$ cat src/rtl/bin_enc_16x4_queue_pkg.sv
// Shared constants, state encoding and bit helpers for the 16-line binary codec blocks.
package bin_codec_pkg;

  localparam int N_LINES = 16;
  localparam int CODE_W  = 4;

  typedef enum logic {
    ST_IDLE  = 1'b0,
    ST_OFFER = 1'b1
  } state_e;

  function automatic logic [4:0] popcount16(input logic [N_LINES-1:0] v);
    logic [4:0] n;
    n = 5'd0;
    for (int i = 0; i < N_LINES; i++) begin
      n = n + {4'd0, v[i]};
    end
    return n;
  endfunction

endpackage

$ cat src/rtl/bin_enc_16x4_queue_prio.sv
// Rotating priority encoder: finds the first set bit at or after 'start', wrapping at 15.
module prio_enc_16x4
  import bin_codec_pkg::*;
(
  input  logic [N_LINES-1:0] vec,
  input  logic [CODE_W-1:0]  start,
  output logic [CODE_W-1:0]  code,
  output logic               found
);

  logic [2*N_LINES-1:0] dbl_s;
  logic [N_LINES-1:0]   rot_s;
  logic [CODE_W-1:0]    idx_s;

  // Rotate so 'start' lands at bit 0, take the lowest set bit, then rotate the index back.
  always_comb begin
    dbl_s = {vec, vec} >> start;
    rot_s = dbl_s[N_LINES-1:0];
    idx_s = {CODE_W{1'b0}};
    for (int i = N_LINES - 1; i >= 0; i--) begin
      if (rot_s[i]) begin
        idx_s = CODE_W'(i);
      end else begin
        idx_s = idx_s;
      end
    end
    found = |rot_s;
    code  = idx_s + start;
  end

endmodule

$ cat src/rtl/bin_enc_16x4_queue.sv
// Sequential 16-to-4 encoder: collects request pulses into a pending set and
// serves them one binary code at a time over a valid/ready slot.
module bin_enc_16x4_queue
  import bin_codec_pkg::*;
#(
  parameter int RR_MODE = 0,
  parameter int CNT_W   = 8
) (
  input  logic               clk,
  input  logic               rst_n,
  input  logic               en,
  input  logic [N_LINES-1:0] req,
  input  logic               flush,
  output logic               out_valid,
  input  logic               out_ready,
  output logic [CODE_W-1:0]  out_code,
  output logic               any_pending,
  output logic [CNT_W-1:0]   coalesce_cnt
);

  localparam logic [CNT_W+4:0] CNT_MAX = (CNT_W+5)'({CNT_W{1'b1}});

  state_e             state_r, state_nxt_s;
  logic [N_LINES-1:0] pending_r;
  logic [CODE_W-1:0]  out_code_r, last_code_r;
  logic [CNT_W-1:0]   cnt_r, cnt_nxt_s;
  logic [CODE_W-1:0]  start_s, sel_s;
  logic               found_s, accept_s, load_s;
  logic [N_LINES-1:0] load_mask_s, req_eff_s, merge_s;
  logic [CNT_W+4:0]   sum_s;

  prio_enc_16x4 u_prio (
    .vec   (pending_r),
    .start (start_s),
    .code  (sel_s),
    .found (found_s)
  );

  // Selection, load decision and saturating coalesce arithmetic.
  always_comb begin
    if (RR_MODE != 0) begin
      start_s = last_code_r + CODE_W'(1);
    end else begin
      start_s = {CODE_W{1'b0}};
    end
    accept_s    = (state_r == ST_OFFER) && out_ready;
    load_s      = ((state_r == ST_IDLE) || accept_s) && found_s;
    load_mask_s = load_s ? (N_LINES'(1) << sel_s) : {N_LINES{1'b0}};
    req_eff_s   = en ? req : {N_LINES{1'b0}};
    // A bit loaded this edge re-pends rather than merging.
    merge_s     = req_eff_s & pending_r & ~load_mask_s;
    sum_s       = {5'd0, cnt_r} + {{CNT_W{1'b0}}, popcount16(merge_s)};
    if (sum_s > CNT_MAX) begin
      cnt_nxt_s = {CNT_W{1'b1}};
    end else begin
      cnt_nxt_s = sum_s[CNT_W-1:0];
    end
  end

  // Slot FSM next state; flush always returns the slot to idle.
  always_comb begin
    state_nxt_s = state_r;
    if (flush) begin
      state_nxt_s = ST_IDLE;
    end else begin
      case (state_r)
        ST_IDLE:  state_nxt_s = load_s ? ST_OFFER : ST_IDLE;
        ST_OFFER: state_nxt_s = (accept_s && !found_s) ? ST_IDLE : ST_OFFER;
        default:  state_nxt_s = ST_IDLE;
      endcase
    end
  end

  // Slot FSM state register.
  always_ff @(posedge clk or negedge rst_n) begin
    if (!rst_n) begin
      state_r <= ST_IDLE;
    end else begin
      state_r <= state_nxt_s;
    end
  end

  // Pending set, offered code, round-robin pointer and coalesce counter.
  always_ff @(posedge clk or negedge rst_n) begin
    if (!rst_n) begin
      pending_r   <= {N_LINES{1'b0}};
      out_code_r  <= {CODE_W{1'b0}};
      last_code_r <= {CODE_W{1'b1}};
      cnt_r       <= {CNT_W{1'b0}};
    end else if (flush) begin
      pending_r   <= {N_LINES{1'b0}};
    end else begin
      pending_r <= (pending_r & ~load_mask_s) | req_eff_s;
      cnt_r     <= cnt_nxt_s;
      if (load_s) begin
        out_code_r  <= sel_s;
        last_code_r <= sel_s;
      end
    end
  end

  assign out_valid    = (state_r == ST_OFFER);
  assign out_code     = out_code_r;
  assign any_pending  = |pending_r;
  assign coalesce_cnt = cnt_r;

endmodule

$ cat config.mk
export PLATFORM = sky130hd
export DESIGN_NAME = bin_enc_16x4_queue
export DESIGN_NICKNAME = d
export VERILOG_FILES = /design/src/rtl/bin_enc_16x4_queue_pkg.sv /design/src/rtl/bin_enc_16x4_queue_prio.sv /design/src/rtl/bin_enc_16x4_queue.sv
export SDC_FILE = /design/constraint.sdc
export NUM_CORES = 1
export LEC_CHECK = 0
export BUFFER_PORTS_ARGS = -buffer_cell sky130_fd_sc_hd__buf_2
export CAP_MARGIN = 20
export CORE_UTILIZATION = 40
export DETAILED_ROUTE_END_ITERATION = 6
export PLACE_DENSITY = 0.69
export SKIP_LAST_GASP = 1
export SYNTH_ARGS = -nofsm -noshare
export SYNTH_HDL_FRONTEND = slang
export SYNTH_SLANG_ARGS = --single-unit
$ cat constraint.sdc
create_clock -name clk -period 7 [get_ports clk]
set_input_delay 0.35 -clock clk [delete_from_list [all_inputs] [get_ports clk]]
set_output_delay 0.35 -clock clk [all_outputs]
set_load 0.1 [all_outputs]
==> results.py, run 1 <==
metrics = {
    "logic_synthesis": {
        "ys_types": 51,
        "synthFlopType": "dfrtp_1",
        "synth_cells": 260,
        "synth_seq_area_share_pct": 31.4,
        "synth-seq-cells": 29,
        "yosys_warnings": 0,
        "synth_edf_count": 0,
        "async_reset_ff_share_pct": 100,
        "syn_nets": 301,
        "syn_area_per_cell_um2": 8.89,
        "synth_area_um2": 2310,
    },
    "setup_path": {
        "crit_type": "register to register",
        "crit_path_frequent_cell": "fa_1",
        "critPathMaxStageDelay_ps": 540,
        "cp_data_arrival_time_ps": 6070,
        "cp_cell_sequence": "nand2b_1, a221oi_1, o311ai_1, a21oi_1, o311ai_0, fa_1, inv_1, fa_1, inv_1, fa_1, inv_1, fa_1, fa_1, inv_1, fa_1, nor2b_1, o2111ai_1, nand2_1, a31o_2, a211o_1",
        "critPathBufInv": 4,
        "worst_setup_path_start_kind": "register",
        "crit_cells": 20,
        "critPathRequiredTime_ps": 7170,
        "crit_slowest_cell": "fa_1",
        "path_max_fanout": 5,
        "critPathTopFamily": "adder cells",
        "r2r_start": "pending_r[14]$_DFF_PN0_",
        "r2r_cells": 20,
        "critPathCaptureType": "register",
        "rr_endpoint": "coalesce_cnt[5]$_DFFE_PN0N_",
        "timing.reg2reg.setup_slack_ps": 1100,
    },
    "layout": {
        "final_nets": 335,
        "ff_latch_area_um2": 726,
        "final_cell_mix": "a21oi_1 (36), buf_2 (34), dfrtp_1 (29)",
        "fin_util_pct": 48.2,
        "fillers": 560,
        "drive_gt1_share_pct": 19.0,
        "multi_input_area_um2": 1460,
        "area_growth_pct": 15.4,
        "diodes": 0,
        "mostFrequentLayoutCell": "a21oi_1",
    },
    "place": {
        "place.gp.congestion": 0.925,
        "hpwl_mm": 4.44,
        "pre_cts_slack_ps": 1110,
        "portBuffers": 34,
    },
    "cts": {
        "postCtsSetupRepairBufs": 0,
        "cts-hold-fix-buffers": 0,
        "clockBufferDepth": 2,
        "clk_latency_ps": 280,
        "clkTransAtPathRegs_ps": 70,
        "cts_tree": "done",
        "cts_buffers": 5,
        "cts_resized": 0,
        "clock-sinks": 29,
        "cts_root_buffer": "clkbuf_8",
        "htree_levels": 2,
    },
    "sta": {
        "setup_violations": 0,
        "tightest_slew_ps": 680,
        "period_share_pct": 84.2,
        "min_period_ps": 5900,
        "max_freq_mhz": 170,
        "slew_headroom_pct": 54.7,
        "fin_setup_tns_ps": 0,
        "hold_viol_final": 0,
        "report.final.slew_viol_count": 0,
        "clock_skew_ps": 6.73,
        "rsz0062_at_grt": "false",
        "worst_slack_ps": 1100,
    },
    "routing": {
        "drt-pass1-iter-count": 4,
        "num_vias": 2123,
        "drtIter0Drc": 190,
        "ant_nets": 0,
        "drc": 0,
        "wl_per_cell_um": 16.2,
        "post_drt_via_cell_ratio": 5.78,
        "wl_mm": 5.96,
    },
    "global_route": {
        "grt.total_usage_pct": 20.6,
        "grt_pass1_vias": 1921,
        "grt_first_pass_wirelength_mm": 9.55,
        "grt_start_max_net_pins": 32,
        "antenna_found_initial": 0,
        "overflow": 0,
    },
    "die": {
        "core_um2": 5540,
        "die_area_um2": 6090,
        "die-width_um": 78.0,
        "core.rowCount": 27,
        "fp.dieH_um": 78.0,
        "ios": 35,
        "initial_utilization_pct": 41.7,
    },
    "power_and_ir_drop": {
        "leakage_nw": 1.21,
        "vdd_drop_max_uv": 267,
        "power_per_cell_area_nw_per_um2": 360,
    },
    "job": {
        "max_cap_viol_count": 0,
    },
    "hold_path": {
        "hold_path.class": "input port to asynchronous set/reset pin",
    },
    "status": {
        "status": "completed",
    },
}
==> metal layers <==
layer  global-route usage (%)  part of all wire, %
met1                     29.2                   46
met2                     31.1                   46
met3                     3.95                  6.0
met4                     8.15                  2.3
met5                        0                    0
==> cells by family after synthesis <==
logic type / share of synthesized area [%]
AND/OR/NAND/NOR: 21.6
AO/OA/AOI/OAI: 23.8
buffers and inverters: 5.41
flip-flops: 31.4
adder cells (fa/ha/maj): 14.7
multiplexers: 1.95
XOR/XNOR: 1.14
==> cell type report <==
cell class / instances / share of cell area, %
Tap cell: 72 / 3.38
Sequential cell: 29 / 27.2
Timing Repair Buffer: 36 / 6.94
Clock inverter: 1 / 1.13
Inverter: 24 / 3.38
Clock buffer: 7 / 3.23
Multi-Input combinational cell: 198 / 54.8
==> how the worst max path moves through the flow <==
stage,from,end,slack (ps)
2_1_floorplan,out_valid$_DFF_PN0_,coalesce_cnt[6]$_DFFE_PN0N_,1110
3_3_place_gp,pending_r[14]$_DFF_PN0_,coalesce_cnt[5]$_DFFE_PN0N_,1160
3_5_place_dp,pending_r[14]$_DFF_PN0_,coalesce_cnt[5]$_DFFE_PN0N_,1110
4_1_cts,pending_r[14]$_DFF_PN0_,coalesce_cnt[5]$_DFFE_PN0N_,1080
5_1_grt,pending_r[14]$_DFF_PN0_,coalesce_cnt[3]$_DFFE_PN0N_,590
6_report,pending_r[14]$_DFF_PN0_,coalesce_cnt[5]$_DFFE_PN0N_,1100
==> per-stage QoR <==
stage	area [µm²]	total power [mW]	std cells	hold slack [ps]
global route	2670	1.02	367	153
global placement	2550	0.769	359	424
finish	2670	0.960	367	96.0
floorplan	2310	0.668	260	54.4
CTS	2670	0.965	367	126
detailed placement	2550	0.776	359	440
==> sequential cells by signal (all words and copies together) (netlist names) <==
| register | cells |
|---|---|
| pending_r | 16 |
| out_valid | 1 |
| out_code | 4 |
| coalesce_cnt | 8 |
==> cells in the mapped netlist (3+ instances only) <==
library cell	count	area share [%]
a21oi_1	36	7.8
dfrtp_1	29	31
inv_1	24	3.9
nor2_1	21	3.4
nand2_1	18	2.9
fa_1	12	10
clkbuf_1	8	1.3
ha_1	8	4.3
nand3_1	8	1.7
nor2b_1	8	2.2
o21ai_0	8	1.7
a21o_1	6	1.9
a211oi_1	5	1.6
nor3_1	5	1.1
mux2_2	4	1.9
nand2b_1	4	1.1
and2_1	3	0.81
nand4b_1	3	1.1
nor4_1	3	0.81
o41ai_1	3	1.1
==> power breakdown <==
| group | total (mW) | switching (mW) | leakage [nW] | internal (mW) |
|---|---|---|---|---|
| sequential | 0.247 | 0.0439 | 0.360 | 0.203 |
| clock | 0.184 | 0.0684 | 0.0585 | 0.116 |
| combinational | 0.529 | 0.387 | 0.792 | 0.142 |
| total | 0.960 | 0.500 | 1.21 | 0.461 |
Note: power is estimated with default switching activity, not from simulation.
==> run 2: changes to the inputs <==
ABC_AREA = 1   (was unset)
PLACE_DENSITY = 0.7   (was 0.69)
clock period = 5.9 ns   (was 7 ns; I/O delays follow)
==> run 2 against run 1 <==
Wire length fell by 14%. Register-to-register slack lost 790 ps. Clock power increased by 4%. Die area down 4.7%. Sequential power up 12%. Clock skew is 1.3 ps higher. Core utilization rose by 2.0 points. First-iteration DRC count is 56% lower.
==> results.py, run 2 <==
metrics = {
    "sta": {
        "report.final.slew_viol_count": 0,
        "rsz0062_at_grt": "true",
        "tightest_slew_ps": 664,
        "period_share_pct": 94.7,
        "max_freq_mhz": 179,
        "slew_headroom_pct": 55.8,
        "hold_viol_final": 0,
        "clock_skew_ps": 7.99,
        "setup_violations": 0,
        "min_period_ps": 5580,
    },
    "setup_path": {
        "crit_start": "pending_r[14]$_DFF_PN0_",
        "critPathCaptureType": "register",
        "crit_type": "register to register",
        "critPathRequiredTime_ps": 6070,
        "crit_path_frequent_cell": "nand2_1",
        "critPathMaxStageDelay_ps": 550,
        "rr_endpoint": "coalesce_cnt[4]$_DFFE_PN0N_",
        "crit_slowest_cell": "fa_1",
        "crit_path_end": "coalesce_cnt[4]$_DFFE_PN0N_",
        "path_max_fanout": 6,
        "timing.reg2reg.setup_slack_ps": 320,
        "cp_data_arrival_time_ps": 5760,
        "r2r_cells": 35,
        "r2r_start": "pending_r[14]$_DFF_PN0_",
        "worst_setup_path_start_kind": "register",
    },
    "logic_synthesis": {
        "synth_top_cell_by_area": "dfrtp_1",
        "synthFlopType": "dfrtp_1",
        "synthAdderAreaFrac_pct": 15.5,
        "synth_top_family_by_area": "simple AND/OR/NAND/NOR gates",
        "syn_nets": 306,
        "ys_top_cells_by_count": "inv_1 (47), nand2_1 (46), dfrtp_1 (29)",
        "synth_area_leaders": "dfrtp_1 (33%), fa_1 (11%), inv_1 (8.0%)",
        "synth_edf_count": 0,
        "synth_area_um2": 2200,
        "synth_seq_area_share_pct": 33.0,
        "ys_types": 34,
        "synth-seq-cells": 29,
        "muxShareOfSynthArea_pct": 0,
        "yosysMostFrequentCell": "inv_1",
        "synth_cells": 265,
        "yosys.area.top_type_share_pct": 33.0,
        "async_reset_ff_share_pct": 100,
        "synth-simple-area-share_pct": 26.2,
        "synth_compound_area_share_pct": 13.6,
        "syn_area_per_cell_um2": 8.30,
        "synth_xor_area_share_pct": 1.59,
        "yosys_warnings": 0,
    },
    "cts": {
        "clockBufferDepth": 2,
        "cts_buffers": 5,
        "cts-hold-fix-buffers": 0,
        "clk_latency_ps": 300,
        "clkTransAtPathRegs_ps": 70,
        "cts_tree": "done",
        "cts_root_buffer": "clkbuf_8",
        "clock-sinks": 29,
        "htree_levels": 2,
    },
    "place": {
        "dp.cells": 366,
        "place.gp.congestion": 0.886,
        "hpwl_mm": 3.98,
        "portBuffers": 34,
    },
    "die": {
        "core_um2": 5200,
        "die_area_um2": 5800,
        "die-width_um": 76.2,
        "fp.dieH_um": 76.2,
        "core.rowCount": 26,
        "ios": 35,
        "initial_utilization_pct": 42.3,
    },
    "job": {
        "max_cap_viol_count": 0,
    },
    "global_route": {
        "overflow": 0,
        "antenna_found_initial": 0,
        "grt_pass1_vias": 1851,
        "grt.total_usage_pct": 18.7,
        "grt_first_pass_wirelength_mm": 8.41,
        "grt_start_max_net_pins": 30,
    },
    "power_and_ir_drop": {
        "vdd_drop_max_uv": 348,
        "power_per_cell_area_nw_per_um2": 419,
        "leakage_nw": 1.29,
    },
    "layout": {
        "drive_gt1_share_pct": 26.7,
        "fin_util_pct": 50.2,
        "mostFrequentLayoutCell": "inv_1",
        "final_nets": 347,
        "diodes": 0,
        "largest_reg_flops": 16,
        "finalNonFillerCells": 377,
        "ff_latch_area_um2": 726,
        "final_cell_mix": "inv_1 (47), nand2_1 (46), buf_2 (34)",
        "area_growth_pct": 18.8,
        "top_register": "pending_r",
        "multi_input_area_um2": 1290,
        "fillers": 502,
    },
    "routing": {
        "drc": 0,
        "drtIter0Drc": 83,
        "wl_mm": 5.14,
        "wl_per_cell_um": 13.6,
        "ant_nets": 0,
        "post_drt_via_cell_ratio": 4.93,
        "num_vias": 1860,
        "drt-pass1-iter-count": 4,
    },
    "status": {
        "status": "completed",
    },
    "hold_path": {
        "hold_path.class": "input port to asynchronous set/reset pin",
    },
}
run 2: cell count changes in the layout (fill, tap and decap cells not counted), sizes merged, moves of 4 or more:
cell,delta
nand4,+18
a211oi,-6
a21o,-5
mux2,-4
a21oi,-7
o41ai,-4
inv,+31
o21bai,+4
nor2b,-8
nand2,+35
nand2b,-4
run 2: logic make-up (layout without fill, tap and decap cells):
logic type,after synthesis,after routing
compound gates,48,48
xor+xnor,4,4
fa+ha+maj,20,20
buf+inv,59,101
flops,29,29
simple gates,105,105
run 2: worst max-delay path, delay by kind of cell, from the launching register on:
kind,cells,cell delay (ps)
buffers and inverters,6,370
DFF,1,400
and+or+nand+nor,19,1360
adders and majority gates,6,2600
AOI/OAI and AO/OA,4,740
run 2: worst min path at each step:
stage,slack [ps],to,cells past startpoint,start
3_5_place_dp,370,out_code[3]$_DFFE_PN0P_,1,rst_n
2_1_floorplan,-0.6,coalesce_cnt[0]$_DFFE_PN0N_,0,rst_n
5_1_grt,90,pending_r[0]$_DFF_PN0_,1,rst_n
6_report,30,pending_r[12]$_DFF_PN0_,1,rst_n
3_3_place_gp,360,out_code[1]$_DFFE_PN0P_,1,rst_n
4_1_cts,50,pending_r[1]$_DFF_PN0_,1,rst_n
run 2: final cells by class:
type                    count  share of cell area, %
repair buffers             38                   7.66
flip-flops and latches     29                   27.8
multi-input cells         177                   49.3
well taps                  70                   3.35
clock buffers               7                   3.69
inverters                  55                   8.00
clock inverters             1                  0.192
run 2: repair_timing:
action / CTS / global route
endpoints found under the hold margin: 0 / 0
endpoints found under the setup margin: 0 / 8
setup buffers: 0 / 3
gates resized for setup: 0 / 8
run 2: stage by stage:
step                      TNS (ps)  hold slack, ps  area [µm²]  power (mW)  setup slack [ps]
after global placement           0             360        2450       0.867               326
after CTS                        0            53.5        2550        1.08               175
after global routing         -78.9            87.3        2610        1.16             -25.5
after detailed placement         0             374        2450       0.879               207
final                            0            26.7        2610        1.09               315
after floorplan                  0          -0.591        2200       0.760               294
run 2: power breakdown:
part / internal (mW) / leakage [nW] / switching [mW]
logic: 0.163 / 0.880 / 0.464
registers: 0.239 / 0.361 / 0.0377
clock network: 0.105 / 0.0542 / 0.0853
total: 0.507 / 1.29 / 0.587
run 2: per-layer routing:
layer / vias up / wire, µm / global-route usage (%) / share of wire (%)
met5: - / 0 / 0 / 0
li1: 942 / - / - / -
met1: 871 / 2250 / 21.9 / 44
met3: 10 / 178 / 3.95 / 3.5
met4: 0 / 96 / 7.88 / 1.9
met2: 37 / 2620 / 33.2 / 51
==> run 3: changes to the inputs <==
==> constraint.sdc (replaced) <==
create_clock -name clk -period 5.9 [get_ports clk]
set_input_delay 0.59 -clock clk [delete_from_list [all_inputs] [get_ports clk]]
set_output_delay 0.59 -clock clk [all_outputs]
set_load 0.1 [all_outputs]
==> run 3 against run 2 <==
Critical path depth shrank 12. Clock skew is essentially flat. Combinational power shrank 2%. Largest cell class unchanged. Cell count shrank 0.27%. Sequential share of layout area is essentially flat. Sequential power is essentially flat. Hold slack gained 310 ps. Total power grew 1.4%. Count of clock-buffer cells in the layout is the same. First-iteration DRC count grew 22%. Critical path type unchanged. Design area is essentially flat.
==> results.py, run 3 (synthesis results as in run 2) <==
metrics = {
    "job": {
        "max_cap_viol_count": 0,
    },
    "routing": {
        "post_drt_via_cell_ratio": 5.06,
        "num_vias": 1902,
        "drc": 0,
        "wl_mm": 5.19,
        "wl_per_cell_um": 13.8,
        "ant_nets": 0,
        "drt-pass1-iter-count": 6,
        "drtIter0Drc": 101,
    },
    "cts": {
        "clockBufferDepth": 2,
        "cts_root_buffer": "clkbuf_8",
        "clk_latency_ps": 280,
        "htree_levels": 2,
        "cts_buffers": 5,
        "clkTransAtPathRegs_ps": 70,
        "clock-sinks": 29,
        "cts_tree": "done",
    },
    "sta": {
        "min_period_ps": 5550,
        "slew_headroom_pct": 54.6,
        "worst_slack_ps": 349,
        "clock_skew_ps": 7.58,
        "max_freq_mhz": 180,
        "tightest_slew_ps": 681,
        "report.final.slew_viol_count": 0,
        "hold_viol_final": 0,
        "setup_violations": 0,
        "period_share_pct": 94.1,
    },
    "place": {
        "place.gp.congestion": 0.884,
        "pre_cts_slack_ps": 151,
        "hpwl_mm": 3.99,
        "portBuffers": 34,
    },
    "setup_path": {
        "timing.reg2reg.setup_slack_ps": 350,
        "critPathMaxStageDelay_ps": 570,
        "critPathBufInv": 6,
        "crit_slowest_cell": "fa_1",
        "path_max_fanout": 8,
        "crit_path_frequent_cell": "inv_1",
        "critPathCaptureType": "register",
        "worst_setup_path_start_kind": "register",
        "crit_type": "register to register",
        "critPathRequiredTime_ps": 6040,
        "cp_data_arrival_time_ps": 5690,
        "critPathTopFamily": "adder cells",
        "cp_cell_sequence": "nor4_4, nand2_2, a21oi_4, inv_2, nand4_1, nand4_1, fa_1, inv_1, fa_1, inv_1, fa_1, inv_1, fa_1, fa_2, inv_1, fa_2, inv_1, a31oi_4, nor2_1, o21ai_1, nor2_1, a21oi_2, a22oi_1",
    },
    "global_route": {
        "grt_first_pass_wirelength_mm": 8.71,
        "overflow": 0,
        "use_met3_pct": 3.71,
        "grt.busiest_layer": "met2",
        "grt_pass1_vias": 1822,
        "grtUsageMet2_pct": 32.9,
        "antenna_found_initial": 0,
        "grt.total_usage_pct": 19.3,
        "grtUsageMet1_pct": 24.8,
        "grt_start_max_net_pins": 30,
    },
    "layout": {
        "final_cell_mix": "inv_1 (47), nand2_1 (46), buf_2 (34)",
        "drive_gt1_share_pct": 26.1,
        "fin_util_pct": 50.2,
        "diodes": 0,
        "mostFrequentLayoutCell": "inv_1",
        "fillers": 525,
        "largest_reg_flops": 16,
        "final_nets": 346,
        "area_growth_pct": 18.9,
        "top_register": "pending_r",
    },
    "hold_path": {
        "hold_path.class": "input port to asynchronous set/reset pin",
    },
    "power_and_ir_drop": {
        "finalPower_mw": 1.11,
        "vdd_drop_max_uv": 363,
        "power_per_cell_area_nw_per_um2": 424,
        "leakage_nw": 1.30,
    },
    "die": {
        "die_area_um2": 5800,
        "initial_utilization_pct": 42.3,
        "core.rowCount": 26,
        "ios": 35,
        "die-width_um": 76.2,
        "fp.dieH_um": 76.2,
        "core_um2": 5200,
    },
    "status": {
        "status": "completed",
    },
}
==> run 3: through the flow <==
stage	cell area (µm²)	hold WS (ps)	setup TNS [ps]	std cells
CTS	2570	357	0	374
global placement	2450	461	0	366
floorplan	2200	294	0	265
detailed placement	2450	483	0	366
finish	2620	339	0	376
global route	2620	384	-35.7	376
==> run 3: path summary, 6_finish.rpt <==
kind | startpoint | end | cells after the start
hold reg to reg | out_code[2]$_DFFE_PN0P_ | out_code[2]$_DFFE_PN0P_ | 2
min in group clk | out_code[2]$_DFFE_PN0P_ | out_code[2]$_DFFE_PN0P_ | 2
max in group asynchronous | rst_n | pending_r[9]$_DFF_PN0_ | 1
setup reg to reg | pending_r[11]$_DFF_PN0_ | coalesce_cnt[5]$_DFFE_PN0N_ | 23
hold / removal | rst_n | out_code[3]$_DFFE_PN0P_ | 1
setup / recovery | pending_r[11]$_DFF_PN0_ | coalesce_cnt[5]$_DFFE_PN0N_ | 23
==> run 3: repair_timing <==
item / in CTS / in global routing
hold buffers: 0 / 0
gates resized for setup: 0 / 7
setup buffers: 0 / 2
endpoints found under the setup margin: 0 / 8
==> run 3: power breakdown <==
part	total (mW)	switching [mW]	leakage [nW]	internal (mW)
sequential	0.276	0.0372	0.361	0.239
clock	0.217	0.0799	0.0585	0.138
combinational	0.616	0.460	0.877	0.156
total	1.11	0.577	1.30	0.533
==> run 3: per-layer routing <==
layer	vias to the layer above	wire length, µm
li1	942	-
met1	916	2300
met2	38	2680
met3	6	153
met4	0	53
met5	-	0
==> run 3: cell type report <==
type	count	area (µm²)	area share, %
clock inverter	1	30.0	1.15
timing repair buffer	37	193	7.37
inverter	55	209	7.99
tap	70	87.6	3.35
sequential	29	726	27.8
multi-input combinational	177	1280	49.1
clock buffer	7	86.3	3.30
